<file path="src/rtl/fetch_unit.sv">
// rtl/fetch_unit.sv - instruction fetch front end: cache request hold, one-entry skid, redirect drain
module fetch_unit #(
  parameter int                 A_WIDTH  = 32,
  parameter logic [A_WIDTH-1:0] RESET_PC = A_WIDTH'(32'hBFC0_0000)
) (
  input  logic               clk,
  input  logic               rst,
  output logic [A_WIDTH-1:0] p_a,
  output logic               p_strobe,
  input  logic [31:0]        p_din,
  input  logic               p_ready,
  input  logic               stall,
  input  logic               redirect_valid,
  input  logic [A_WIDTH-1:0] redirect_pc,
  output logic               inst_valid,
  output logic [31:0]        inst,
  output logic [A_WIDTH-1:0] inst_pc,
  output logic               inst_adel
);

  typedef enum logic [2:0] {BOOT, FETCH, HOLD, DRAIN, HALT} state_t;

  state_t             state_q, state_d;
  logic [A_WIDTH-1:0] pc_q, pc_d;
  logic [A_WIDTH-1:0] fa_q, fa_d;
  logic               inflight_q, inflight_d;
  logic [31:0]        skid_inst_q, skid_inst_d;
  logic [A_WIDTH-1:0] skid_pc_q, skid_pc_d;
  logic               skid_valid_q, skid_valid_d;
  logic               out_valid_q, out_valid_d;
  logic [31:0]        out_inst_q, out_inst_d;
  logic [A_WIDTH-1:0] out_pc_q, out_pc_d;
  logic               out_adel_q, out_adel_d;

  logic               strobe;
  logic               slot_free;
  logic               can_issue;
  logic [A_WIDTH-1:0] req_a;

  // An outstanding request keeps presenting its original address until the cache answers.
  assign req_a     = inflight_q ? fa_q : pc_q;
  assign slot_free = ~out_valid_q | ~stall;
  assign can_issue = ~inflight_q & ~skid_valid_q & slot_free;

  assign p_a        = req_a;
  assign p_strobe   = strobe & ~rst;
  assign inst_valid = out_valid_q;
  assign inst       = out_inst_q;
  assign inst_pc    = out_pc_q;
  assign inst_adel  = out_adel_q;

  always_comb begin
    state_d      = state_q;
    pc_d         = pc_q;
    fa_d         = fa_q;
    inflight_d   = inflight_q;
    skid_inst_d  = skid_inst_q;
    skid_pc_d    = skid_pc_q;
    skid_valid_d = skid_valid_q;
    out_valid_d  = out_valid_q;
    out_inst_d   = out_inst_q;
    out_pc_d     = out_pc_q;
    out_adel_d   = out_adel_q;
    strobe       = 1'b0;

    if (out_valid_q && !stall) begin
      out_valid_d = 1'b0;
    end

    case (state_q)
      BOOT: state_d = FETCH;
      FETCH: begin
        if (inflight_q || (can_issue && pc_q[1:0] == 2'b00)) begin
          strobe     = 1'b1;
          fa_d       = req_a;
          inflight_d = ~p_ready;
          if (p_ready) begin
            pc_d = req_a + A_WIDTH'(4);
            if (slot_free) begin
              out_valid_d = 1'b1;
              out_inst_d  = p_din;
              out_pc_d    = req_a;
              out_adel_d  = 1'b0;
            end else begin
              skid_valid_d = 1'b1;
              skid_inst_d  = p_din;
              skid_pc_d    = req_a;
              state_d      = HOLD;
            end
          end
        end else if (can_issue) begin
          out_valid_d = 1'b1;
          out_inst_d  = '0;
          out_pc_d    = pc_q;
          out_adel_d  = 1'b1;
          state_d     = HALT;
        end
      end
      HOLD: begin
        if (!stall) begin
          out_valid_d  = 1'b1;
          out_inst_d   = skid_inst_q;
          out_pc_d     = skid_pc_q;
          out_adel_d   = 1'b0;
          skid_valid_d = 1'b0;
          state_d      = FETCH;
        end
      end
      DRAIN: begin
        strobe = 1'b1;
        if (p_ready) begin
          inflight_d = 1'b0;
          state_d    = FETCH;
        end
      end
      HALT:    state_d = HALT;
      default: state_d = BOOT;
    endcase

    // A redirect squashes everything buffered; a request still waiting on the cache must drain first.
    if (state_q != BOOT && redirect_valid) begin
      out_valid_d  = 1'b0;
      skid_valid_d = 1'b0;
      pc_d         = redirect_pc;
      if (strobe && !p_ready) begin
        state_d    = DRAIN;
        inflight_d = 1'b1;
        fa_d       = req_a;
      end else begin
        state_d    = FETCH;
        inflight_d = 1'b0;
      end
    end
  end

  always_ff @(posedge clk) begin
    if (rst) begin
      state_q      <= BOOT;
      pc_q         <= RESET_PC;
      fa_q         <= '0;
      inflight_q   <= 1'b0;
      skid_inst_q  <= '0;
      skid_pc_q    <= '0;
      skid_valid_q <= 1'b0;
      out_valid_q  <= 1'b0;
      out_inst_q   <= '0;
      out_pc_q     <= '0;
      out_adel_q   <= 1'b0;
    end else begin
      state_q      <= state_d;
      pc_q         <= pc_d;
      fa_q         <= fa_d;
      inflight_q   <= inflight_d;
      skid_inst_q  <= skid_inst_d;
      skid_pc_q    <= skid_pc_d;
      skid_valid_q <= skid_valid_d;
      out_valid_q  <= out_valid_d;
      out_inst_q   <= out_inst_d;
      out_pc_q     <= out_pc_d;
      out_adel_q   <= out_adel_d;
    end
  end

endmodule

</file>
<file path="config.mk">
export PLATFORM = sky130hd
export DESIGN_NAME = fetch_unit
export DESIGN_NICKNAME = d
export VERILOG_FILES = /design/src/rtl/fetch_unit.sv
export SDC_FILE = /design/constraint.sdc
export NUM_CORES = 1
export LEC_CHECK = 0
export ABC_AREA = 1
export CAP_MARGIN = 30
export CELL_PAD_IN_SITES_DETAIL_PLACEMENT = 2
export CELL_PAD_IN_SITES_GLOBAL_PLACEMENT = 2
export CORE_UTILIZATION = 27
export CTS_BUF_LIST = sky130_fd_sc_hd__clkbuf_8
export CTS_CLUSTER_SIZE = 28
export DETAILED_ROUTE_END_ITERATION = 7
export PLACE_DENSITY_LB_ADDON = 0.1
export SYNTH_ARGS = -nofsm -noshare
export SYNTH_HDL_FRONTEND = slang
export SYNTH_SLANG_ARGS = --single-unit
</file>
<file path="constraint.sdc">
create_clock -name clk -period 1.85 [get_ports clk]
set_input_delay 0.37 -clock clk [delete_from_list [all_inputs] [get_ports clk]]
set_output_delay 0.37 -clock clk [all_outputs]
set_load 0.02 [all_outputs]
</file>
# == Word-level counts from Yosys, hierarchy flattened ==
# Cells that the tools add are included.
# op_classes
mux,54
n_addsub,1
n_reduce_logical,22
n_eq_ne,17
bitwise_logic,11
# ops
operator,count
$mux W32,19
$pmux W32 S2,2
$add A32 B3 Y32 const B,1
$mux W3,7
$mux W1,19
$ne A3 B3 Y1 const B,6
$pmux W3 S5,1
$reduce_and A5 Y1,3
$ne A4 B4 Y1 const B,3
$pmux W1 S2,5
$ne A2 B2 Y1 const B,4
$reduce_bool A2 Y1,4
$not A1 Y1,7
$eq A3 B2 Y1 const B,2
$reduce_and A3 Y1,2
$reduce_bool A3 Y1,2
$logic_and A1 B1 Y1,4
$reduce_and A4 Y1,1
$and A1 B1 Y1,3
$eq A3 B1 Y1 const B,1
$eq A3 B3 Y1 const B,1
$logic_not A3 Y1,1
$logic_not A1 Y1,2
$logic_not A2 Y1,1
4 further kinds,4
# totals
in_bits,69
output_inout_bits,99
elab_cells,116
register_bits,199

# == Longest topological paths before layout ==
# logic_depth
word_depth,10
ltp_mapped,15
mapped_depth_nobuf,13

# == Least setup slack after synthesis ==
# Ideal clock, no wire load.
# synth_timing
path_type,register -> register
startpoint,register inflight_q
endpoint,register pc_q[28]
t_arrival_ns,1.980
path_slack_ns,-0.263
synth_period_minus_slack_ns,2.113
stages_incl_launch_ff,15
setup_time_ns,0.133
path_buffers,2
required_ns,1.717
path_cell_list,dfxtp_1 -> buf_6 -> inv_6 -> buf_4 -> o21ai_4 -> ha_1 -> nand3_2 -> inv_1 -> nand2_1 -> nor2_2 -> nand2_1 -> nand2_1 -> nand3_1 -> nand2_1 -> nand3_1
# synth_via
elab_cells_between_ends,13
cone_classes,add/sub: 1; mux: 5; bitwise: 3; reduce/logical: 4
# synth_rtl
element,line_no,text
start: declaration,26,"logic inflight_q, inflight_d;"
start signal: assignment,153,inflight_q <= inflight_d;
$mux W32,41,assign req_a = inflight_q ? fa_q : pc_q;
net p_a[2],8,"output logic [A_WIDTH-1:0] p_a,"
$add A32 B3 Y32,78,pc_d = req_a + A_WIDTH'(4);
$mux W32,77,if (p_ready) begin
$mux W32,73,if (inflight_q || (can_issue && pc_q[1:0] == 2'b00)) begin
$mux W32,70,case (state_q)
$mux W32,121,if (state_q != BOOT && redirect_valid) begin
end signal: assignment,151,pc_q <= pc_d;
end: declaration,24,"logic [A_WIDTH-1:0] pc_q, pc_d;"
# The timed path passes the listed nets, and every way through them passes these cells. The select of a mux whose other input is x is not followed.
# A chain may end at the register's enable or synchronous reset.

# == Worst setup path in the final report ==
# layout_timing
startpoint,register inflight_q
endpoint,register pc_q[19]
# layout_via
elab_chain_len,7
elab_cells_between_ends,13
cone_classes,add/sub: 1; mux: 5; bitwise: 3; reduce/logical: 4
# layout_rtl
element
"parallel branches: the longest is 7 deep, another holds $add A32 B3 Y32"
# Several ways; the timed one is not identified. The select of a mux whose other input is x is not followed.

==> impl_metrics.csv <==
group,metric,value,unit
die,fp-row-count,68,
layout,multi_input_area,0.00663,mm²
logic_synthesis,synth_common_cells,"308 x nand2_1, 199 x dfxtp_1, 179 x o21ai_0",
cts,cts_made_buffers,17,
worst_setup_path,worst_path_most_repeated_cell,"nand2_4",
cts,cts.hold.buffers_added,0,
placement,dp_hpwl,28300,µm
logic_synthesis,ys_top_cells_by_area,"dfxtp_1 42%, nand2_1 12%, o21ai_0 9.4%",
global_route,grt_max_degree,69,
worst_hold_path,worstHoldEndpoint,"inflight_q",
worst_setup_path,regToRegSetupSlack,-0.49,ns
routing,drc,0,
logic_synthesis,synth_cells,1382,
worst_setup_path,cpPeakStageDelay,0.43,ns
logic_synthesis,synth-seq-cells,199,
pwr,peakVddDrop,0.000640,V
die,start_util,0.275,
routing,drt_iter0_drc,524,
pwr,powerDensity,1700,mW/mm²
cts,clock_latency,0.54,ns
pwr,leakage,6.95,nW
logic_synthesis,async_flop_share,0,
job,max_cap_viol_count,0,
layout,syn2layout_area_growth,76.9,%
layout,diodes,0,
routing,postRouteAntennaNets,0,
placement,place_congestion,0.786,
global_route,antenna_found_initial,0,
worst_hold_path,min_path_cells,4,
logic_synthesis,synth_ff_type,"dfxtp_1",
sta,rsz0062_at_grt,"yes",
placement,place_area,0.0127,mm²
worst_hold_path,min_path_type,"input port to flop",
status,status,"finished with violations",
logic_synthesis,ys_warn_count,0,
logic_synthesis,yosysUniqueCellTypes,40,
worst_setup_path,path_cells,"buf_12 > buf_12 > inv_16 > nand2_4 > nand2_4 > buf_6 > nand2_2 > nor2_4 > nand2_8 > nor2_4 > nand2_4 > inv_1 > nand3_1 > nand3_2 > nand2_1 > inv_1",
global_route,grt_first_pass_wirelength,65100,µm
worst_setup_path,worstReg2RegEnd,"pc_q[19]",
sta,skew,0.0335,ns
worst_setup_path,cp_max_fo,5,
worst_hold_path,min_from,"rst",
layout,seq_area,0.00399,mm²
routing,dr.pass1.iters,5,
worst_setup_path,crit_start,"inflight_q",
cts,clockBufferDepth,2,
sta,max_freq,428,MHz
sta,max_slew_margin,0.578,
sta,final_max_slew_viol_count,0,
cts,cts_tree,"done",
worst_setup_path,r2r-start,"inflight_q",
worst_setup_path,start_kind,"flop",
worst_setup_path,critPathRequiredTime,2.32,ns
die,coreArea,0.0346,mm²
logic_synthesis,yosysTopAreaCellShare,0.419,
routing,via_count,11565,
worst_setup_path,crit_slowest_cell,"dfxtp_4",
layout,drive_gt1_frac,0.408,
logic_synthesis,synth-edff-count,0,
logic_synthesis,netlist_area,0.00951,mm²
layout,fill_cells,3656,
sta,period_needed,2.34,ns
worst_setup_path,crit_type,"flop to flop",
die,fp.dieH,190,µm
placement,post-place-ws,-0.385,ns
sta,setup_violations,275,
global_route,grt_pass1_vias,11289,
global_route,track_usage,0.238,
routing,routed_wl,56100,µm
cts,cts_sinks,199,
status,violations,"negative setup slack",
sta,finalHoldViolations,0,
routing,viasPerCell,5.25,
sta,fin_setup_tns,-60.12,ns
layout,fin_nets,1804,
worst_setup_path,cp_data_arrival_time,2.81,ns
worst_setup_path,cp_top_family,"simple AND/OR/NAND/NOR gates",
cts,cts.clk_slew.worst_paths,0.13,ns
worst_setup_path,crit_path_end_kind,"flop",
sta,worst_pin_slew,0.633,ns
routing,avgRoutedWirePerCell,25.5,µm
die,die-area,0.0360,mm²
logic_synthesis,yosys.area.top_type,"dfxtp_1",
die,die_w,190,µm
logic_synthesis,ys_seq_area_frac,0.419,
worst_setup_path,r2r_cells,16,
logic_synthesis,syn_nets,1452,
cts,cts-htree-levels,4,
logic_synthesis,synth_most_common_cell,"nand2_1",
die,pin_count,168,
layout,postLayoutCellArea,0.0168,mm²
cts,root_buffer,"clkbuf_8",
global_route,grt_overflow,0,
placement,port_buffers,167,
logic_synthesis,synth.avg_cell_area,6.88,µm²
sta,fin_ws,-0.487,ns
sta,period_share,1.26,
worst_setup_path,cp_num_buf_inv,6,
-- tightest hold or removal path, stage by stage --
cell and delay, ns:
buf_2 0.23, a21oi_4 0.07, o211ai_1 0.09, nand2_1 0.07
-- how the worst max path moves through the flow --
| stage | to | cells after the start |
|---|---|---|
| floorplan | pc_q[24] | 12 |
| global placement | pc_q[12] | 12 |
| detailed placement | inst[1] | 11 |
| CTS | p_strobe | 8 |
| global route | pc_q[19] | 16 |
| finish | pc_q[19] | 16 |
-- kinds of logic after synthesis --
kind of cell,count (synthesis),synth area share
XOR/XNOR,11,0.0101
AO/OA/AOI/OAI,399,0.222
buffers and inverters,221,0.103
AND/OR/NAND/NOR,551,0.245
adder cells (fa/ha/maj),1,0.00132
flip-flops,199,0.419
-- per-layer routing --
metal | global-route usage | vias to the layer above | share of wire
li1 | - | 5205 | -
met1 | 0.304 | 5934 | 0.42
met2 | 0.413 | 321 | 0.51
met3 | 0.0339 | 105 | 0.038
met4 | 0.0741 | 0 | 0.033
met5 | 0 | - | 0
-- sequential cells by signal, indices dropped and copies added (netlist names) --
| name | cells |
|---|---|
| skid_valid_q | 1 |
| state_q | 3 |
| pc_q | 32 |
| inst_adel | 1 |
| inst_valid | 1 |
| inflight_q | 1 |
| inst_pc | 32 |
| fa_q | 32 |
| inst | 32 |
| skid_inst_q | 32 |
| skid_pc_q | 32 |
-- cells in the final DEF (no fill, tap or decap), drive strengths merged, types with 6 or more instances in the layout --
| cell | synthesis | final |
|---|---|---|
| buf | 44 | 268 |
| o21ai | 221 | 221 |
| a21oi | 145 | 145 |
| nand2 | 329 | 329 |
| nor2 | 121 | 121 |
| dlygate4sd2 | 0 | 8 |
| clkbuf | 44 | 33 |
| xor2 | 10 | 10 |
| inv | 132 | 144 |
| a31oi | 6 | 6 |
| o21bai | 14 | 14 |
| nor3 | 7 | 7 |
| clkdlybuf4s50 | 0 | 126 |
| dfxtp | 199 | 199 |
| nand3 | 82 | 82 |
-- final cells by class --
type | instances | share of cell area
Sequential cell | 199 | 0.237
Timing Repair inverter | 3 | 0.00253
Tap cell | 455 | 0.0338
Timing Repair Buffer | 418 | 0.276
Inverter | 133 | 0.0335
Multi-Input combinational cell | 962 | 0.394
Clock buffer | 17 | 0.0139
Clock inverter | 15 | 0.00915
-- report_power, final --
part	internal [mW]	total (mW)	switching, mW
clock network	1.12	3.09	1.97
logic	8.13	19.0	10.8
registers	5.50	6.63	1.13
total	14.8	28.7	13.9
-- per-stage QoR --
stage	utilization	std cells	hold WS [ns]	total power, mW
after global routing	0.486	2202	0.323	29.9
after floorplan	-	1382	0.425	12.3
after detailed placement	0.365	2064	0.442	18.1
final	0.486	2202	0.341	28.7
after global placement	0.365	2064	0.432	17.8
after CTS	0.409	2133	0.285	23.1
-- timing repair --
item / CTS / global route
endpoints found under the setup margin: 283 / 288
pin swaps: 37 / 119
endpoints found under the hold margin: 0 / 0
gates resized for setup: 385 / 517
buffers inserted: 32 / 56
cloned: 6 / 22
(Power assumes the default switching activity.)
